## config.mk

```make
export PLATFORM = sky130hd
export DESIGN_NAME = fetch_pc_unit
export DESIGN_NICKNAME = d
export VERILOG_FILES = /design/src/rtl/fetch_pc_unit_pkg.sv /design/src/rtl/fetch_pc_unit_skid.sv /design/src/rtl/fetch_pc_unit.sv
export SDC_FILE = /design/constraint.sdc
export NUM_CORES = 1
export LEC_CHECK = 0
export BUFFER_PORTS_ARGS = -buffer_cell sky130_fd_sc_hd__buf_4
export CAP_MARGIN = 20
export CORE_MARGIN = 5
export CORE_UTILIZATION = 53
export DETAILED_ROUTE_END_ITERATION = 16
export PLACE_DENSITY = 0.8
export SYNTH_ARGS = -nofsm -noshare
export SYNTH_HDL_FRONTEND = slang
export SYNTH_SLANG_ARGS = --single-unit
```

## constraint.sdc

```tcl
create_clock -name clk -period 2 [get_ports clk]
set_input_delay 0.4 -clock clk [delete_from_list [all_inputs] [get_ports clk]]
set_output_delay 0.4 -clock clk [all_outputs]
set_load 0.02 [all_outputs]
```

## src/rtl/fetch_pc_unit_pkg.sv

```systemverilog
// Shared definitions for the instruction-fetch front end: fetch FSM states,
// PC reset/step constants and the bubble instruction word.
package fetch_pc_unit_pkg;

  typedef enum logic [1:0] {
    ST_IDLE = 2'd0,
    ST_REQ  = 2'd1,
    ST_HOLD = 2'd2
  } fetch_state_t;

  localparam logic [31:0] RESET_PC_DEFAULT = 32'h0000_0000;
  localparam logic [31:0] PC_STEP_DEFAULT  = 32'd4;

  // Consumers insert this word when they need a bubble.
  localparam logic [31:0] INSN_NOP = 32'h0000_0000;

endpackage

```

## src/rtl/fetch_pc_unit_skid.sv

```systemverilog
// One-entry {pc, instr} holding buffer for an instruction that came back
// while IF/ID was stalled. Clear wins over load.
module fetch_skid_buf (
  input  logic        clk,
  input  logic        rst_n,
  input  logic        load,
  input  logic        clear,
  input  logic [31:0] load_pc,
  input  logic [31:0] load_instr,
  output logic        valid,
  output logic [31:0] pc,
  output logic [31:0] instr
);

  always_ff @(posedge clk) begin
    if (!rst_n) begin
      valid <= 1'b0;
      pc    <= 32'h0;
      instr <= 32'h0;
    end else if (clear) begin
      valid <= 1'b0;
    end else if (load) begin
      valid <= 1'b1;
      pc    <= load_pc;
      instr <= load_instr;
    end
  end

endmodule

```

## src/rtl/fetch_pc_unit.sv

```systemverilog
// Fetch front end: program counter, imem req/ack fetch, and the IF/ID output
// register backed by a one-entry skid buffer for decode stalls.
module fetch_pc_unit
  import fetch_pc_unit_pkg::*;
#(
  parameter logic [31:0] RESET_PC = RESET_PC_DEFAULT,
  parameter logic [31:0] PC_STEP  = PC_STEP_DEFAULT
) (
  input  logic        clk,
  input  logic        rst_n,
  input  logic [31:0] next_pc,
  input  logic        redirect,
  output logic [31:0] pc_plus4,
  output logic        imem_req,
  output logic [31:0] imem_addr,
  input  logic        imem_ack,
  input  logic [31:0] imem_rdata,
  output logic        if_valid,
  output logic [31:0] if_pc,
  output logic [31:0] if_instr,
  input  logic        id_ready,
  output logic [1:0]  dbg_state
);

  // Handshakes: imem_req/imem_addr stay constant until imem_ack (or a
  // redirect aborts the fetch); a word transfers to IF/ID on any rising
  // edge where if_valid && id_ready, and the output slot may be refilled
  // in that same edge.

  fetch_state_t state, state_n;
  logic [31:0]  pc, pc_n;
  logic         ov_n;
  logic [31:0]  opc_n, oin_n;
  logic         slot_free;
  logic         skid_load, skid_clear, skid_valid;
  logic [31:0]  skid_pc, skid_instr;

  assign slot_free = !if_valid || id_ready;
  assign pc_plus4  = pc + PC_STEP;
  assign imem_addr = pc;
  assign imem_req  = (state == ST_REQ);
  assign dbg_state = state;

  fetch_skid_buf u_skid (
    .clk        (clk),
    .rst_n      (rst_n),
    .load       (skid_load),
    .clear      (skid_clear),
    .load_pc    (pc),
    .load_instr (imem_rdata),
    .valid      (skid_valid),
    .pc         (skid_pc),
    .instr      (skid_instr)
  );

  always_comb begin
    state_n    = state;
    pc_n       = pc;
    ov_n       = if_valid && !id_ready;
    opc_n      = if_pc;
    oin_n      = if_instr;
    skid_load  = 1'b0;
    skid_clear = 1'b0;
    case (state)
      ST_IDLE: state_n = ST_REQ;
      ST_REQ: begin
        if (redirect) begin
          pc_n       = next_pc;
          ov_n       = 1'b0;
          skid_clear = 1'b1;
        end else if (imem_ack) begin
          pc_n = next_pc;
          if (slot_free) begin
            ov_n  = 1'b1;
            opc_n = pc;
            oin_n = imem_rdata;
          end else begin
            skid_load = 1'b1;
            state_n   = ST_HOLD;
          end
        end
      end
      ST_HOLD: begin
        // Redirect flushes both the presented word and the skid entry.
        if (redirect) begin
          pc_n       = next_pc;
          ov_n       = 1'b0;
          skid_clear = 1'b1;
          state_n    = ST_REQ;
        end else if (slot_free) begin
          ov_n       = skid_valid;
          opc_n      = skid_pc;
          oin_n      = skid_instr;
          skid_clear = 1'b1;
          state_n    = ST_REQ;
        end
      end
      default: state_n = ST_IDLE;
    endcase
  end

  always_ff @(posedge clk) begin
    if (!rst_n) begin
      state    <= ST_IDLE;
      pc       <= RESET_PC;
      if_valid <= 1'b0;
      if_pc    <= 32'h0;
      if_instr <= 32'h0;
    end else begin
      state    <= state_n;
      pc       <= pc_n;
      if_valid <= ov_n;
      if_pc    <= opc_n;
      if_instr <= oin_n;
    end
  end

endmodule

```

==> results.json <==
{
  "end_kind": "primary output",
  "fin_util_pct": 76.6,
  "relSlewSlack_pct": 65.0,
  "clkSinkCount": 164,
  "tritoncts": "yes",
  "drive_above_1_share_pct": 41.2,
  "core_region_area_mm2": 0.0144,
  "worstPathMaxFanout": 5,
  "dp_hpwl_mm": 14.1,
  "max_freq_mhz": 410,
  "die_h_um": 130,
  "setup_viol_count_final": 26,
  "holdBufCountCts": 0,
  "synth_compound_area_share_pct": 25.9,
  "min_period_over_period_pct": 122,
  "rr_startpoint": "dbg_state[1]",
  "synthesis.area_mm2": 0.00769,
  "worst_pin_slew_ps": 525,
  "rsz0062_at_grt": "true",
  "wl_per_cell_um": 18.6,
  "powerDensity_mw_per_mm2": 1470,
  "antenna_found_initial": 0,
  "drtPass1Iterations": 5,
  "nets": 1134,
  "drv_cap": 0,
  "clk_latency_ps": 430,
  "synth-seq-cells": 164,
  "grt_use_total_pct": 26.0,
  "start_util_pct": 53.5,
  "holdCritStartpoint": "imem_rdata[7]",
  "max-vdd-ir-drop_uv": 753,
  "combinationalPowerShare_pct": 48.3,
  "grt_pass1_wl_mm": 35.1,
  "cts.clk_slew.worst_paths_ps": 70,
  "rows": 44,
  "synth.largest_area_cell": "dfxtp_1",
  "hold_viol": 0,
  "synthSimpleGateAreaFrac_pct": 13.9,
  "place_congestion": 0.782,
  "viasPerCell": 5.66,
  "avgSynthCellArea_um2": 9.20,
  "status": "complete, but fails checks",
  "critical_path_class": "flip-flop to primary output",
  "grt-ovfl-total": 0,
  "drc": 0,
  "p_int_uw": 9960,
  "switching_share_pct": 38.3,
  "synth_nets": 909,
  "ioPinCount": 201,
  "cp.required_ps": 1600,
  "synthTopCellsByArea": "dfxtp_1 43%, a211oi_2 9.8%, a21oi_1 8.5%, mux2i_1 8.3%, nand2_1 6.8%",
  "cts_root_buf": "clkbuf_16",
  "vias": 7115,
  "cts_inserted_buffers": 17,
  "yosysWarningCount": 0,
  "wirelength_mm": 23.3,
  "slew_violations": 0,
  "antenna_cells": 0,
  "synth_xor_area_share_pct": 3.19,
  "hold_path.class": "input pin to flip-flop",
  "p_sw_uw": 6190,
  "clk_path_buf_depth": 2,
  "fp.dieArea_mm2": 0.0170,
  "fin_cells": 1257,
  "clockPowerShare_pct": 23.9,
  "fin_ws_ps": -442,
  "htreeDepth": 4,
  "synthAdderAreaFrac_pct": 0.814,
  "violations": "setup timing",
  "yosys.area.top_type_share_pct": 42.7,
  "synth_cell_type_count": 40,
  "syn_inst": 835,
  "p_seq_share_pct": 27.8,
  "port_buffers": 200,
  "arrival_ps": 2040,
  "total_power_uw": 16100,
  "syn_to_final_growth_pct": 43.3,
  "yosysSeqAreaShare_pct": 42.7,
  "p_leak_uw": 0.00444,
  "synth_top_family_by_area": "compound AO/OA/AOI/OAI gates",
  "crit_path_start_kind": "flip-flop",
  "antenna_left": 0,
  "dp.cells": 1199,
  "die_w_um": 130,
  "finClkSkew_ps": 9.58,
  "grt_max_degree": 65,
  "critPathLaunch": "imem_addr[11]",
  "synthMuxAreaShare_pct": 8.33,
  "drt_iter0_markers": 550,
  "first_global_vias": 6833,
  "layout_min_cycle_time_ps": 2440
}
==> what timing repair did <==
| item | in CTS | in global routing |
|---|---|---|
| pin swaps | 25 | 12 |
| setup buffers | 16 | 13 |
| endpoints found under the setup margin | 26 | 81 |
| cloned | 0 | 0 |
| resized for setup | 47 | 21 |
==> cell families after synthesis <==
logic type	Yosys count
and+or+nand+nor	220
AOI/OAI and AO/OA	268
xor gates and xnor gates	28
buffers and inverters	86
adders and majority gates	5
DFF	164
muxes	64
==> state kept, by name, summed over array words and instances, names as in the netlist <==
name and cells:
if_instr 32, if_pc 32, u_skid.instr 32, u_skid.pc 32, if_valid 1, imem_addr 32
u_skid.valid 1, dbg_state 2
==> metrics by stage <==
step | cell area (µm²) | hold slack [ps] | TNS (ps) | setup slack [ps]
after global placement | 9780 | 441 | 0 | 13.9
after floorplan | 7820 | 436 | -60.8 | -38.8
after detailed placement | 9780 | 446 | -163 | -48.5
after CTS | 10800 | 218 | -7010 | -388
final | 11000 | 235 | -8120 | -442
after global routing | 11000 | 228 | -10000 | -533
==> synth_stat cells, drive strengths merged <==
library cell  count
a211oi           65
a21boi           30
a21o              1
a21oi           131
a221oi            1
a22oi             1
and2              1
and3             37
and4              2
buf              34
clkbuf           44
clkinv            1
dfxtp           164
ha                5
inv               7
mux2i            64
nand2           139
nand2b            2
nand3            15
nand4             9
nand4bb           1
nor2              6
nor3              4
nor3b             2
nor4              2
o21a             33
o21ai             3
o21bai            1
o31ai             1
o32ai             1
xnor2            21
xor2              7
==> power groups by stage <==
stage,clock network [µW],logic [µW],registers [µW]
after floorplan,0,3490,5540
after global placement,0,7340,4500
after detailed placement,0,7410,4520
after CTS,3890,7590,4470
after global routing,4040,8290,4550
final,3860,7800,4480
==> final timing paths <==
| check | to | slack [ps] | depth (start not counted) |
|---|---|---|---|
| worst min register to register | u_skid.pc[17] | 450 | 2 |
| worst min-delay path | u_skid.instr[7] | 240 | 3 |
| worst max-delay path | pc_plus4[23] | -440 | 6 |
| worst max register to register | if_pc[20] | 100 | 7 |
==> placed cells by master (no fill, tap or decap), types with 17 or more instances in the layout <==
cell       netlist  final
nand2_1        139    136
mux2i_1         64     64
clkbuf_16        0     17
dfxtp_1        164    154
o21a_1          33     33
a21oi_1        131    131
and3_1          37     37
buf_4           14    257
a21boi_0        30     30
a211oi_2        60     60
xnor2_2          0     18
==> layout make-up <==
type / instances / area [µm²]
multi-input cells: 585 / 4400
fillers: 969 / 3360
flip-flops and latches: 164 / 3300
repair buffers: 284 / 2340
clock buffers: 19 / 453
clock inverters: 13 / 251
well taps: 184 / 230
inverters: 8 / 32.5
==> per-layer routing <==
metal	global-route usage [%]	wire, µm
met1	33.4	9610
met2	43.2	11400
met3	6.38	1690
met4	8.77	587
met5	0	0
==> worst max-delay path, stage by stage (launching register included) <==
cell and delay (ps):
dfxtp_1 400, nand4_4 190, nor3b_1 280, buf_4 210, nand4_1 170, xnor2_2 180
buf_4 170
Note: power is estimated with default switching activity, not from simulation.
